[src/rtl/alu_packet_engine.sv]
// Byte-stream ALU command engine: parses packets, echoes or reduces 32-bit operands.
// Define ALU_MUL_EN to enable opcode 0x9B (mul32) and its 32x32 multiplier.
module alu_packet_engine (
    input  logic       clk_i,
    input  logic       rst_ni,
    input  logic [7:0] rx_data_i,
    input  logic       rx_valid_i,
    output logic       rx_ready_o,
    output logic [7:0] tx_data_o,
    output logic       tx_valid_o,
    input  logic       tx_ready_i,
    output logic       busy_o,
    output logic       err_o
);

    typedef enum logic [2:0] {
        StOpc,
        StRsv,
        StLen0,
        StLen1,
        StOpnd,
        StResp,
        StEcho,
        StDrain
    } state_e;

    localparam logic [7:0] OpEcho = 8'hEC;
    localparam logic [7:0] OpAdd  = 8'h8A;
`ifdef ALU_MUL_EN
    localparam logic [7:0] OpMul  = 8'h9B;
`endif

    state_e      state_q;
    logic [7:0]  opc_q;
    logic [7:0]  len_lo_q;
    logic [15:0] cnt_q;
    logic [23:0] opnd_q;
    logic [31:0] acc_q;
    logic [1:0]  byte_idx_q;
    logic        first_q;
    logic        err_q;
    logic        live_q;
`ifdef ALU_MUL_EN
    logic        is_mul_q;
    logic [31:0] mul_res;
`endif

    logic        rx_fire;
    logic        tx_fire;
    logic [15:0] len_full;
    logic [15:0] len_pay;
    logic        len_short;
    logic        arith_bad;
    logic        op_arith;
    logic [31:0] opnd_full;
    logic [31:0] alu_res;
    logic [31:0] acc_shift;

    assign rx_fire   = rx_valid_i & rx_ready_o;
    assign tx_fire   = tx_valid_o & tx_ready_i;
    assign len_full  = {rx_data_i, len_lo_q};
    assign len_pay   = len_full - 16'd4;
    assign len_short = len_full < 16'd4;
    assign arith_bad = (len_full < 16'd8) || (len_full[1:0] != 2'b00);
    assign opnd_full = {rx_data_i, opnd_q};
    assign acc_shift = acc_q >> {byte_idx_q, 3'b000};
    assign busy_o    = state_q != StOpc;
    assign err_o     = err_q;

`ifdef ALU_MUL_EN
    assign op_arith = (opc_q == OpAdd) || (opc_q == OpMul);
    assign mul_res  = acc_q * opnd_full;
    assign alu_res  = is_mul_q ? mul_res : acc_q + opnd_full;
`else
    assign op_arith = opc_q == OpAdd;
    assign alu_res  = acc_q + opnd_full;
`endif

    // live_q keeps the handshake quiet until the first clock after reset release.
    always_comb begin
        rx_ready_o = 1'b0;
        tx_valid_o = 1'b0;
        tx_data_o  = 8'h00;
        if (live_q) begin
            unique case (state_q)
                StOpc, StRsv, StLen0, StLen1, StOpnd, StDrain: rx_ready_o = 1'b1;
                StResp: begin
                    tx_valid_o = 1'b1;
                    tx_data_o  = acc_shift[7:0];
                end
                StEcho: begin
                    rx_ready_o = tx_ready_i;
                    tx_valid_o = rx_valid_i;
                    tx_data_o  = rx_data_i;
                end
                default: ;
            endcase
        end
    end

    always_ff @(posedge clk_i or negedge rst_ni) begin
        if (!rst_ni) begin
            state_q    <= StOpc;
            opc_q      <= 8'h00;
            len_lo_q   <= 8'h00;
            cnt_q      <= 16'h0000;
            opnd_q     <= 24'h000000;
            acc_q      <= 32'h00000000;
            byte_idx_q <= 2'd0;
            first_q    <= 1'b0;
            err_q      <= 1'b0;
            live_q     <= 1'b0;
`ifdef ALU_MUL_EN
            is_mul_q   <= 1'b0;
`endif
        end else begin
            live_q <= 1'b1;
            err_q  <= 1'b0;
            unique case (state_q)
                StOpc: begin
                    if (rx_fire) begin
                        opc_q   <= rx_data_i;
                        state_q <= StRsv;
                    end
                end
                StRsv: begin
                    if (rx_fire) state_q <= StLen0;
                end
                StLen0: begin
                    if (rx_fire) begin
                        len_lo_q <= rx_data_i;
                        state_q  <= StLen1;
                    end
                end
                StLen1: begin
                    if (rx_fire) begin
                        cnt_q      <= len_pay;
                        byte_idx_q <= 2'd0;
                        first_q    <= 1'b1;
`ifdef ALU_MUL_EN
                        is_mul_q   <= opc_q == OpMul;
`endif
                        // A header shorter than itself cannot be drained: drop it outright.
                        if (len_short) begin
                            err_q   <= 1'b1;
                            cnt_q   <= 16'h0000;
                            state_q <= StOpc;
                        end else if (opc_q == OpEcho) begin
                            state_q <= (len_pay == 16'd0) ? StOpc : StEcho;
                        end else if (op_arith && !arith_bad) begin
                            state_q <= StOpnd;
                        end else begin
                            err_q   <= 1'b1;
                            state_q <= (len_pay == 16'd0) ? StOpc : StDrain;
                        end
                    end
                end
                StOpnd: begin
                    if (rx_fire) begin
                        cnt_q      <= cnt_q - 16'd1;
                        opnd_q     <= {rx_data_i, opnd_q[23:8]};
                        byte_idx_q <= byte_idx_q + 2'd1;
                        if (byte_idx_q == 2'd3) begin
                            acc_q   <= first_q ? opnd_full : alu_res;
                            first_q <= 1'b0;
                        end
                        if (cnt_q == 16'd1) state_q <= StResp;
                    end
                end
                StResp: begin
                    if (tx_fire) begin
                        byte_idx_q <= byte_idx_q + 2'd1;
                        if (byte_idx_q == 2'd3) state_q <= StOpc;
                    end
                end
                StEcho, StDrain: begin
                    if (rx_fire) begin
                        cnt_q <= cnt_q - 16'd1;
                        if (cnt_q == 16'd1) state_q <= StOpc;
                    end
                end
                default: state_q <= StOpc;
            endcase
        end
    end

endmodule

[config.mk]
export PLATFORM = sky130hd
export DESIGN_NAME = alu_packet_engine
export DESIGN_NICKNAME = d
export VERILOG_FILES = /design/src/rtl/alu_packet_engine.sv
export SDC_FILE = /design/constraint.sdc
export NUM_CORES = 1
export LEC_CHECK = 0
export CAP_MARGIN = 30
export CELL_PAD_IN_SITES_DETAIL_PLACEMENT = 0
export CELL_PAD_IN_SITES_GLOBAL_PLACEMENT = 1
export CORE_UTILIZATION = 53
export DETAILED_ROUTE_END_ITERATION = 8
export DONT_BUFFER_PORTS = 1
export GPL_TIMING_DRIVEN = 0
export HOLD_SLACK_MARGIN = 0.08
export PLACE_DENSITY_LB_ADDON = 0.1
export SLEW_MARGIN = 20
export SYNTH_ARGS = -nofsm -noshare
export SYNTH_HDL_FRONTEND = slang
export SYNTH_SLANG_ARGS = --single-unit
[constraint.sdc]
create_clock -name clk_i -period 6.3 [get_ports clk_i]
set_clock_uncertainty 0.2 [all_clocks]
set_input_delay 0.315 -clock clk_i [delete_from_list [all_inputs] [get_ports clk_i]]
set_output_delay 0.315 -clock clk_i [all_outputs]
set_load 0.005 [all_outputs]
## Yosys cells after proc, flatten, opt, wreduce, memory -nomap -nowiden

Cells that the tools add are included.

- Shift operators: 1
- Muxes and demuxes: 40
- Divide/modulo/power cells: 0
- $lt $le $gt $ge: 2
- $add $sub $neg: 4
- Reduce and logical (&&, ||, !) cells: 21
- Equal/unequal tests: 23
- Multiply operators: 0
- Bitwise gates (word level): 2

Operators by type and width:

| kind | number |
|---|---|
| two-way mux 16 bit | 3 |
| two-way mux 3 bit | 15 |
| adder 32 bit | 1 |
| two-way mux 32 bit | 1 |
| case mux 16 bit (2 select lines) | 1 |
| >> shifter 32 x 5 -> 8 bit | 1 |
| != test 2 bit (second input constant) | 11 |
| case mux 3 bit (7 select lines) | 1 |
| == test 16 x 1 -> 1 bit (second input constant) | 1 |
| == test 8 bit (second input constant) | 2 |
| zero test 16 bit | 1 |
| < comparator 16 x 3 -> 1 bit (second input constant) | 1 |
| < comparator 16 x 4 -> 1 bit (second input constant) | 1 |
| case mux 8 bit (2 select lines) | 1 |
| subtractor 16 x 1 -> 16 bit (second input constant) | 1 |
| subtractor 16 x 3 -> 16 bit (second input constant) | 1 |
| == test 3 bit (second input constant) | 4 |
| two-way mux 1 bit | 10 |
| AND reduction 10 bit | 1 |
| two-way mux 8 bit | 1 |
| AND reduction 4 bit | 2 |
| == test 3 x 2 -> 1 bit (second input constant) | 2 |
| two-way mux 2 bit | 3 |
| case mux 1 bit (2 select lines) | 3 |
| other kinds (17) | 24 |

- Bits in writable memories: 0
- Word-level logic and storage cells: 103
- Latch bits: 0
- Output and inout bits: 12
- Register bits after elaboration: 96
- Bits of input ports: 12
- Memories: 0
- ROM bits: 0

## Longest topological paths before layout

- Word-level depth: 9
- Gate-level depth with buffers: 12
- Mapped depth without buffers: 12

## Least setup slack after synthesis

No wires, ideal clock.

- Path kind: flip-flop to flip-flop
- From: register opnd_q[0]
- To: register acc_q[24]
- Data required time: 6.016 ns
- Library setup time: 0.084 ns
- Setup slack: 3.327 ns
- Clock period less this slack: 2.973 ns
- Buffers on the path: 0
- Stages on the path, launching flop included: 12
- Arrival time: 2.690 ns
- Cells stage by stage: dfrtp_1 -> ha_1 -> inv_1 -> fa_1 -> nor2b_4 -> o2111ai_1 -> a31oi_1 -> o311a_4 -> o41ai_4 -> o221ai_2 -> a2111o_1 -> a41oi_2

- Longest elaborated chain between the ends: 2

Ends and longest elaborated chain:

| element | RTL line | RTL |
|---|---|---|
| start, declared | 37 | `logic [23:0] opnd_q;` |
| start signal, assigned | 161 | `opnd_q <= {rx_data_i, opnd_q[23:8]};` |
| adder 32 bit | 76 | `assign alu_res = acc_q + opnd_full;` |
| two-way mux 32 bit | 164 | `acc_q <= first_q ? opnd_full : alu_res;` |
| end signal, assigned | 164 |  |
| end, declared | 38 | `logic [31:0] acc_q;` |

No other way between the ends.
A chain may end at the register's enable or synchronous reset.

## Final worst setup path

- From: register acc_q[16]
- To: register acc_q[31]

- Longest elaborated chain between the ends: 2

Ends and longest elaborated chain:

| element | RTL line |
|---|---|
| adder 32 bit | 76 |
| two-way mux 32 bit | 164 |

No other way between the ends.

==> run_results.csv <==
group,metric,value,unit
timing,min_period,3711,ps
global_routing,grt_start_max_net_pins,97,
timing,finalSetupViolCount,0,
clock_tree,root_buffer,"clkbuf_16",
setup_path,r2r_start,"acc_q[16]$_DFFE_PN0P_",
global_routing,antenna_found_initial,0,
cells_and_area,drive_gt1_frac,0.06627,
die,core.rowCount,40,
detailed_routing,route.detailed.drc,0,
yosys,yosysWarningCount,0,
detailed_routing,wl_per_cell,20.72,um
yosys,synth-edff-count,0,
timing,period_share,0.5891,
hold_path,hold_path_class,"in2reg",
yosys,yosys.cell_types.count,68,
place,place.gp.congestion,0.9080,
yosys,yosysTopAreaCell,"dfrtp_1",
setup_path,worstSetupPathType,"reg2reg",
detailed_routing,wl,20.99,mm
cells_and_area,mostFrequentLayoutCell,"nand2_1",
setup_path,cp.arrival,3750,ps
setup_path,r2r_setup_slack,2590,ps
pwr,power.density,309.9,nW/um^2
clock_tree,htreeDepth,3,
timing,rsz0062_at_grt,"false",
outcome,status,"finished clean",
yosys,synth-simple-area-share,0.2254,
die,pin_count,24,
yosys,async_reset_ff_frac,1.000,
flow_run,maxCapViolations,0,
yosys,synth_top_family_by_area,"simple AND/OR/NAND/NOR gates",
timing,worst_pin_slew,734.1,ps
die,dieHeight,115.2,um
cells_and_area,syn_to_final_growth,7.882,%
clock_tree,numCtsBuffers,9,
detailed_routing,viasPerCell,6.384,
pwr,p_leak,3.344,nW
clock_tree,cts_sinks,96,
pwr,swShare,0.4061,
global_routing,grt-ovfl-total,0,
yosys,seq_area_frac_synth,0.3536,
pwr,ir_worst_vdd,0.0001706,V
yosys,synth-compound-area-share,0.2109,
setup_path,ff2ff_path_depth,11,
cells_and_area,fillCellCount,1112,
yosys,synthFlopType,"dfrtp_1",
yosys,syn_area_per_cell,8.215,sq um
detailed_routing,vias,6467,
pwr,p_comb_frac,0.361,
yosys,syn_area,6794,sq um
die,die-area,13280,sq um
setup_path,critPathRequiredTime,6340,ps
detailed_routing,final_antenna_net_count,0,
cells_and_area,most-common-layout-cells,"nand2_1 (137), dfrtp_1 (96), nor2_1 (80)",
die,initial_utilization,0.5541,
pwr,seqPwrFrac,0.396,
detailed_routing,first_pass_iters,7,
yosys,synth_cells,827,
yosys,synthXorXnorAreaFrac,0.04383,
die,fp.coreArea,12260,sq um
detailed_routing,drt-initial-drc-count,747,
setup_path,cp-endpoint,"acc_q[31]$_DFFE_PN0P_",
die,dieWidth,115.2,um
clock_tree,cts.path.max_buffers,2,
yosys,synth_nets,876,
clock_tree,path_clk_slew,70,ps
pwr,internal-power,1.349,mW
setup_path,critPathLaunchType,"flop",
cells_and_area,final_util,0.5978,
yosys,ys_seq_elements,96,
setup_path,timing.rr.end,"acc_q[31]$_DFFE_PN0P_",
timing,final.setup.tns,0,ps
yosys,synth_top_area_share,0.3536,
setup_path,critPathLaunch,"acc_q[16]$_DFFE_PN0P_",
cells_and_area,diodes,0,
setup_path,endpoint_kind,"flop",
place,dp_hpwl,15.36,mm
setup_path,crit_fanout,8,
global_routing,grt_use_total,0.3314,
global_routing,grt_pass1_vias,5876,
yosys,ys_top_cells_by_area,"dfrtp_1 (35%), nand2_1 (7.6%), ha_1 (6.6%), a21oi_1 (5.6%), o21ai_0 (5.5%)",
timing,clock.fmax,269.4,MHz
pwr,switchingPower,0.9225,mW
place,portBuffers,0,
cells_and_area,layout.nets,889,
clock_tree,ctsResizeCount,0,
yosys,synth_fa_ha_area_frac,0.06924,
pwr,power_frac_clock,0.242,
clock_tree,cts_tree,"yes",
yosys,synthMuxAreaShare,0.05875,
global_routing,grt_pass1_wl,32.73,mm
timing,slew_headroom,0.5106,
timing,drv_slew,0,
clock_tree,clk-insertion-delay-late,350,ps
timing,hold_viol,0,
[worst min-delay path by stage]
| stage | cells after the start | slack [ps] | end | start |
|---|---|---|---|---|
| finish | 4 | 120 | byte_idx_q[1]$_DFFE_PN0P_ | rx_valid_i |
| floorplan | 0 | -180 | acc_q[0]$_DFFE_PN0P_ | rst_ni |
| global route | 3 | 140 | byte_idx_q[1]$_DFFE_PN0P_ | rx_valid_i |
| global placement | 0 | -180 | opnd_q[6]$_DFFE_PN0P_ | rst_ni |
| detailed placement | 0 | -180 | opnd_q[5]$_DFFE_PN0P_ | rst_ni |
| CTS | 4 | 110 | byte_idx_q[1]$_DFFE_PN0P_ | rx_valid_i |
[area by class of cell]
type,instances,area (sq um),share of cell area
inverters,19,71.32,0.009730
flip-flops and latches,96,2402,0.3278
repair buffers,2,37.54,0.005121
clock inverters,7,62.56,0.008535
well taps,168,210.2,0.02868
multi-input cells,665,4135,0.5642
plain buffers,47,185.2,0.02526
clock buffers,9,225.2,0.03073
[cell usage after synthesis, types with 2 or more instances]
cell type,count
nand4_1,11
inv_1,18
a211oi_1,3
nor4_1,6
o32ai_1,2
a21oi_1,76
o21ai_0,74
ha_1,36
or3_1,6
nor3_1,21
a32oi_1,2
nor2b_1,7
a21boi_0,2
nand3_1,21
a31oi_1,4
and3_1,15
mux2i_1,5
nor2_1,80
xnor2_1,16
a21o_1,12
and4_1,2
clkbuf_1,39
o31ai_1,4
buf_1,3
a221oi_1,3
and2_1,4
nand2_1,137
or2_2,5
o21a_1,6
nand2b_1,9
dfrtp_1,96
xor2_1,18
nor4b_1,3
mux2_2,15
buf_2,4
o21bai_1,5
mux4_2,8
o2111ai_1,2
a22oi_1,10
a311oi_1,3
o22ai_1,4
o22a_1,4
[power by group through the flow]
stage | sequential [mW] | combinational, mW | clock (mW)
floorplan | 0.858 | 0.592 | 0
global placement | 0.896 | 0.768 | 0
detailed placement | 0.903 | 0.783 | 0
CTS | 0.893 | 0.803 | 0.557
global route | 0.917 | 0.908 | 0.581
finish | 0.900 | 0.821 | 0.550
[timing repair]
item,in CTS,in global routing
endpoints found under the hold margin,96,0
hold buffers,2,0
setup buffers,0,0
setup endpoints to repair,0,0
[worst max-delay path, cell delays in order, from the launching register on]
cell	delay, ps
dfrtp_1	470
ha_1	300
buf_2	170
nand4_1	230
nor4b_1	600
o2111ai_1	240
nand2_1	250
a21oi_1	130
a311oi_1	520
mux2i_1	240
nand3_1	100
o311a_1	150
[cell families after synthesis]
family,count (synthesis)
adder cells (fa/ha/maj),37
XOR/XNOR,34
other,1
buffers and inverters,66
flip-flops,96
multiplexers,28
AO/OA/AOI/OAI,230
AND/OR/NAND/NOR,335
[metal layers]
metal,track usage,wire [um],vias up
met1,0.4894,9574,3144
met2,0.4940,9031,302
li1,-,-,2989
met4,0.09957,421,0
met3,0.05851,1961,32
met5,0,0,-
[metrics by stage]
| step | instances | setup slack, ps | hold slack (ps) | cell area, sq um | total power [mW] |
|---|---|---|---|---|---|
| after CTS | 1013 | 2710 | 106.1 | 7330 | 2.253 |
| after global routing | 1013 | 2361 | 138.0 | 7330 | 2.407 |
| after detailed placement | 995 | 2735 | -178.3 | 7004 | 1.686 |
| final | 1013 | 2589 | 115.2 | 7330 | 2.272 |
| after global placement | 995 | 2768 | -178.2 | 7004 | 1.664 |
| after floorplan | 827 | 3327 | -180.6 | 6794 | 1.450 |
[state kept, by name, summed over array words and instances, names as in the netlist]
signal	cells
acc_q	32
opnd_q	24
cnt_q	16
len_lo_q	8
opc_q	8
state_q	3
byte_idx_q	2
err_o	1
first_q	1
live_q	1
Power figures use the tool's default switching activity.
